## src/rtl/down_counter_191.sv

```systemverilog
// ============================================================================
// Module   : down_counter_191
// Purpose  : Loadable down counter with borrow flag and one-cycle expiry pulse.
//            The DOWN_COUNTER_AUTO_RELOAD_EN macro selects periodic reload on expiry.
// Revision : 1.0 - initial release
// ============================================================================
`default_nettype none

module down_counter_191 #(
  parameter int WIDTH = 8
) (
  input  logic             CP,
  input  logic             CRn,
  input  logic             LDn,
  input  logic [WIDTH-1:0] D,
  input  logic             CTT,
  input  logic             CTP,
  output logic [WIDTH-1:0] Q,
  output logic             BO,
  output logic             ZP,
  output logic             RUN
);

  typedef enum logic [1:0] {
    ST_IDLE = 2'd0,
    ST_RUN  = 2'd1,
    ST_HALT = 2'd2
  } state_t;

  state_t           state, state_nxt;
  logic [WIDTH-1:0] q_reg, q_nxt;
  logic [WIDTH-1:0] r_reg, r_nxt;
  logic             zp_reg, zp_nxt;
  logic             count_en;

  localparam logic [WIDTH-1:0] ONE = {{(WIDTH-1){1'b0}}, 1'b1};

  assign count_en = CTT & CTP & LDn;

  always_ff @(posedge CP or negedge CRn) begin
    if (!CRn) begin
      state  <= ST_IDLE;
      q_reg  <= '0;
      r_reg  <= '0;
      zp_reg <= 1'b0;
    end else begin
      state  <= state_nxt;
      q_reg  <= q_nxt;
      r_reg  <= r_nxt;
      zp_reg <= zp_nxt;
    end
  end

  always_comb begin
    state_nxt = state;
    q_nxt     = q_reg;
    r_nxt     = r_reg;
    zp_nxt    = 1'b0;
    if (!LDn) begin
      q_nxt     = D;
      r_nxt     = D;
      state_nxt = (D != '0) ? ST_RUN : ST_HALT;
    end else if (state == ST_RUN && count_en) begin
      if (q_reg > ONE) begin
        q_nxt = q_reg - ONE;
      end else if (q_reg == ONE) begin
        zp_nxt = 1'b1;
`ifdef DOWN_COUNTER_AUTO_RELOAD_EN
        q_nxt  = r_reg;
`else
        // One-shot: R is captured but unused in this build
        q_nxt     = '0;
        state_nxt = ST_HALT;
`endif
      end
    end
  end

  assign Q   = q_reg;
  assign BO  = (q_reg == '0);
  assign ZP  = zp_reg;
  assign RUN = (state == ST_RUN);

endmodule

`default_nettype wire

```

## config.mk

```make
export PLATFORM = sky130hd
export DESIGN_NAME = down_counter_191
export DESIGN_NICKNAME = d
export VERILOG_FILES = /design/src/rtl/down_counter_191.sv
export SDC_FILE = /design/constraint.sdc
export NUM_CORES = 1
export LEC_CHECK = 0
export CAP_MARGIN = 30
export CORE_MARGIN = 2
export CORE_UTILIZATION = 45
export DETAILED_ROUTE_END_ITERATION = 16
export GPL_TIMING_DRIVEN = 0
export PLACE_DENSITY = 0.75
export SLEW_MARGIN = 0
export SYNTH_ARGS = -nofsm -noshare
export SYNTH_HDL_FRONTEND = slang
export SYNTH_SLANG_ARGS = --single-unit
```

## constraint.sdc

```tcl
create_clock -name CP -period 2.85 [get_ports CP]
set_clock_uncertainty 0.2 [all_clocks]
set_input_delay 0.57 -clock CP [delete_from_list [all_inputs] [get_ports CP]]
set_output_delay 0.57 -clock CP [all_outputs]
set_load 0.03 [all_outputs]
```

; ---- Yosys cells after proc, flatten, opt, wreduce, memory -nomap -nowiden
; Index checks and enable logic that the tools add are counted.
[totals]
romBits = 0
mem_count = 0
out_inout_bits = 11
reg_bits = 11
latch_bits = 0
word_cells = 31
ram_bits = 0
inputBits = 13
[op_classes]
n_addsub = 1
bitwise_logic = 2
n_mux = 13
div_mod_pow = 0
multipliers = 0
reduce_logical = 5
n_lt_le_gt_ge = 1
n_eq_ne = 6
n_shift = 0
[ops]
columns = op, n
row1 = $mux W8, 4
row2 = $mux W2, 5
row3 = $eq A8 B1 Y1 const B, 1
row4 = $gt A8 B1 Y1 const B, 1
row5 = $logic_not A8 Y1, 1
row6 = $reduce_bool A8 Y1, 1
row7 = $sub A8 B1 Y8 const B, 1
row8 = $mux W1, 4
row9 = $ne A2 B1 Y1 const B, 2
row10 = $ne A3 B1 Y1 const B, 1
row11 = $reduce_and A3 Y1, 1
row12 = $and A1 B1 Y1, 2
row13 = $eq A2 B1 Y1 const B, 1
row14 = $ne A2 B2 Y1 const B, 1
row15 = $reduce_and A2 Y1, 1
row16 = $logic_and A1 B1 Y1, 1

; ---- Logic depth before layout (Yosys ltp)
[depth]
depth_word = 5
mapped_depth = 6
depth_no_buf = 6

; ---- Least setup slack after synthesis
; Ideal clock, no wire load.
[synth_path]
kind = reg2out
start = reg q_reg[5], in the netlist Q[5]
end = out BO
t_required_ps = 2080
path_stages_with_launch = 4
t_arrival_ps = 1478
slack_ps = 602
n_path_buf = 0
cell_sequence = dfrtp_1 -> or3_4 -> nor4_4 -> and2_2
[synth_via]
elab_chain_len = 1
[synth_lines]
columns = element, line_no
row1 = from (decl), 31  ; logic [WIDTH-1:0] q_reg, q_nxt;
row2 = from (signal assigned), 48  ; q_reg <= q_nxt;
row3 = $logic_not A8 Y1, 80  ; assign BO = (q_reg == '0);
row4 = to (decl), 19  ; output logic BO,
; No other way between the ends.

; ---- Worst setup path in the final report
; Ends and elaborated chain as after synthesis.

==> metrics <==
largest net degree at the start of global routing 12; main flop type after synthesis dfrtp_1; Routed WL 1.941 mm; Synth area leaders dfrtp_1, ha_1, nand3_1; routed len/inst 15.05 µm; worst-path cell chain or3_4 > nor4_4 > and2_2 > dlygate4sd2_1; most frequent cell after synthesis dfrtp_1; Warnings, synthesis 0; Crit Path Max Fanout 7; actual slew at the worst max-slew pin 0.5244 ns; Critical Path Max Stage Delay 0.45 ns; Post-Synthesis Cells 85; DR vias/cell 6.101; worst path required time 2.08 ns; Worst-path clk slew 0.07 ns; Total GRT Usage 0.2161; share of layout cells above drive strength 1 0.1150; DR pass1 iterations 4; Starting Density 0.4944; 1st-iter DRT viols 48; Critical R2R Launch Q[0]; core footprint 1559 µm²; Layout Nets 130; post-route ant nets 0; Post-Syn Area 770.7 µm²; endpoints failing setup 0; number of antenna diodes 0; post-synth top area share 0.3571; GPL Wtd Cong 0.8190; TritonCTS clock tree done; Crit. End Element output port; R2R Path End Q[1]; mux share of post-synthesis cell area 0; fin crit share 0.9650; I/O pins 24; pwr/cell area 441.5 nW/µm²; H-tree Lvls 1; FF-to-FF setup slack 0.80 ns; maximum vdd drop 0.3474 mV; RSZ-0062 raised after global routing no; status complete, no violations; WS Path Type flop to output port; mean post-synth cell area 9.068 µm²; Compound-Gate Fraction of Synth Area 0.2127; synthesized flop and latch total 11; CP Launch Type flop; die area 2060 µm²; Critical Path Source Q[5]; area leader, netlist dfrtp_1; f_max 0.3636 GHz; register area share after synthesis 0.3571; net count after synthesis 101; Synth Area in Adders 0.04870; Die W 45.39 µm; clk_lat worst skew 0.27 ns; Max Cap Violations 0; vias in the first global route 737; via count 787; top cells by count, synth dfrtp_1, inv_1, nand3_1, nand2_1, nor2_1; Post-Synth XOR/XNOR Area 0.02273; clock sink count 11; Root Buffer clkbuf_4; Slew Limit Headroom 0.6493; Post-synth EDFFs 0; largest family of logic cells by synthesized area simple AND/OR/NAND/NOR gates; cell row count 14; first-pass GRT wire length 3.263 mm; Static Leak 0.0004264 µW; endpoints failing hold 0; minimum clock period 2.750 ns; Worst R2R Path Depth 6; crit path capture BO; CP max stage cell dfrtp_1; arrival time at the worst endpoint 1.98 ns; asr flop ratio synth 1.000; die height 45.39 µm; initial antenna violation count 0; synth unique cells 37; Post-Synth Simple-Gate Area 0.3149; Remaining DRCs 0; Final Slew Violations 0; HP Class flop to flop; Tot Pwr 465.2 µW; # port buffers 23; Area growth, synth to finish 36.69%; CTS Buf Count 3; Setup TNS 0 ns; grt total ovfl 0; Max Root-Sink Buffers 2
==> worst min path at each step <==
stage / startpoint / end / slack, ns / cells past startpoint
detailed placement: state[0] / state[0] / 0.35 / 1
finish: state[0] / state[0] / 0.35 / 1
CTS: state[0] / state[0] / 0.36 / 1
floorplan: CRn / Q[0] / 0.07 / 0
global route: state[0] / state[0] / 0.39 / 1
global placement: state[0] / state[0] / 0.31 / 1
==> power by group <==
part / switching (µW) / total (µW) / internal (µW) / leakage, µW
combinational: 81.1 / 154 / 72.7 / 0.000278
clock: 58.4 / 113 / 54.3 / 0.0000150
sequential: 28.5 / 199 / 170 / 0.000133
==> layout make-up <==
class                   instances  area, µm²
multi-input cells              65      461.7
fillers                       128      505.5
repair buffers                 24      236.5
flip-flops and latches         11      275.3
inverters                       7      26.28
plain buffers                   2      7.507
clock buffers                   4      26.28
well taps                      16      20.02
==> metrics by stage <==
step                area (µm²)    util  std cells  setup WS [ns]  hold slack [ns]
finish                    1054  0.6758        129        0.09976           0.3532
global route              1054  0.6758        129       0.009250           0.3919
CTS                       1046  0.6709        128        0.03918           0.3643
detailed placement        1021  0.6549        124        0.07028           0.3455
global placement          1021  0.6549        124        0.07754           0.3130
floorplan                770.7       -         85         0.6025          0.07441
==> what timing repair did <==
action / in CTS / in global routing
pin swaps: 0 / 1
gates resized for setup: 1 / 0
buffers inserted: 0 / 1
cloned: 0 / 0
setup endpoints to repair: 1 / 1
hold buffers: 0 / 0
hold endpoints to repair: 0 / 0
==> worst max-delay path: cells and delay by family, from the launching register on <==
family	cells	cell delay [ns]
and+or+nand+nor	3	0.88
buffers and inverters	1	0.39
DFF	1	0.45
==> cell usage in the layout, fill, tap and decap left out, types with 2 or more instances in the layout <==
cell type,count
nand4b_1,2
clkbuf_4,3
nand2_1,6
ha_1,3
a31oi_1,3
inv_1,7
nor2b_1,3
o211ai_1,2
a21oi_1,2
o221ai_1,2
dfrtp_1,11
nor2_1,6
or2_2,2
clkbuf_1,3
nand3_1,7
nor4_1,4
a21boi_0,2
clkdlybuf4s50_1,22
==> state kept, by name, indices dropped and copies added (netlist names) <==
name	count
Q	8
state	2
ZP	1
==> logic make-up after synthesis <==
logic type,count (synthesis)
buf+inv,9
simple gates,39
flops,11
compound gates,21
fa+ha+maj,3
xor+xnor,2
==> routing by layer <==
layer  GRT usage  share of wire  vias up
met1      0.2914           0.45      362
met5           0              0        -
met3     0.04762          0.073        6
met2      0.3296           0.46       42
li1            -              -      377
met4     0.09412          0.018        0
(Power assumes the default switching activity.)
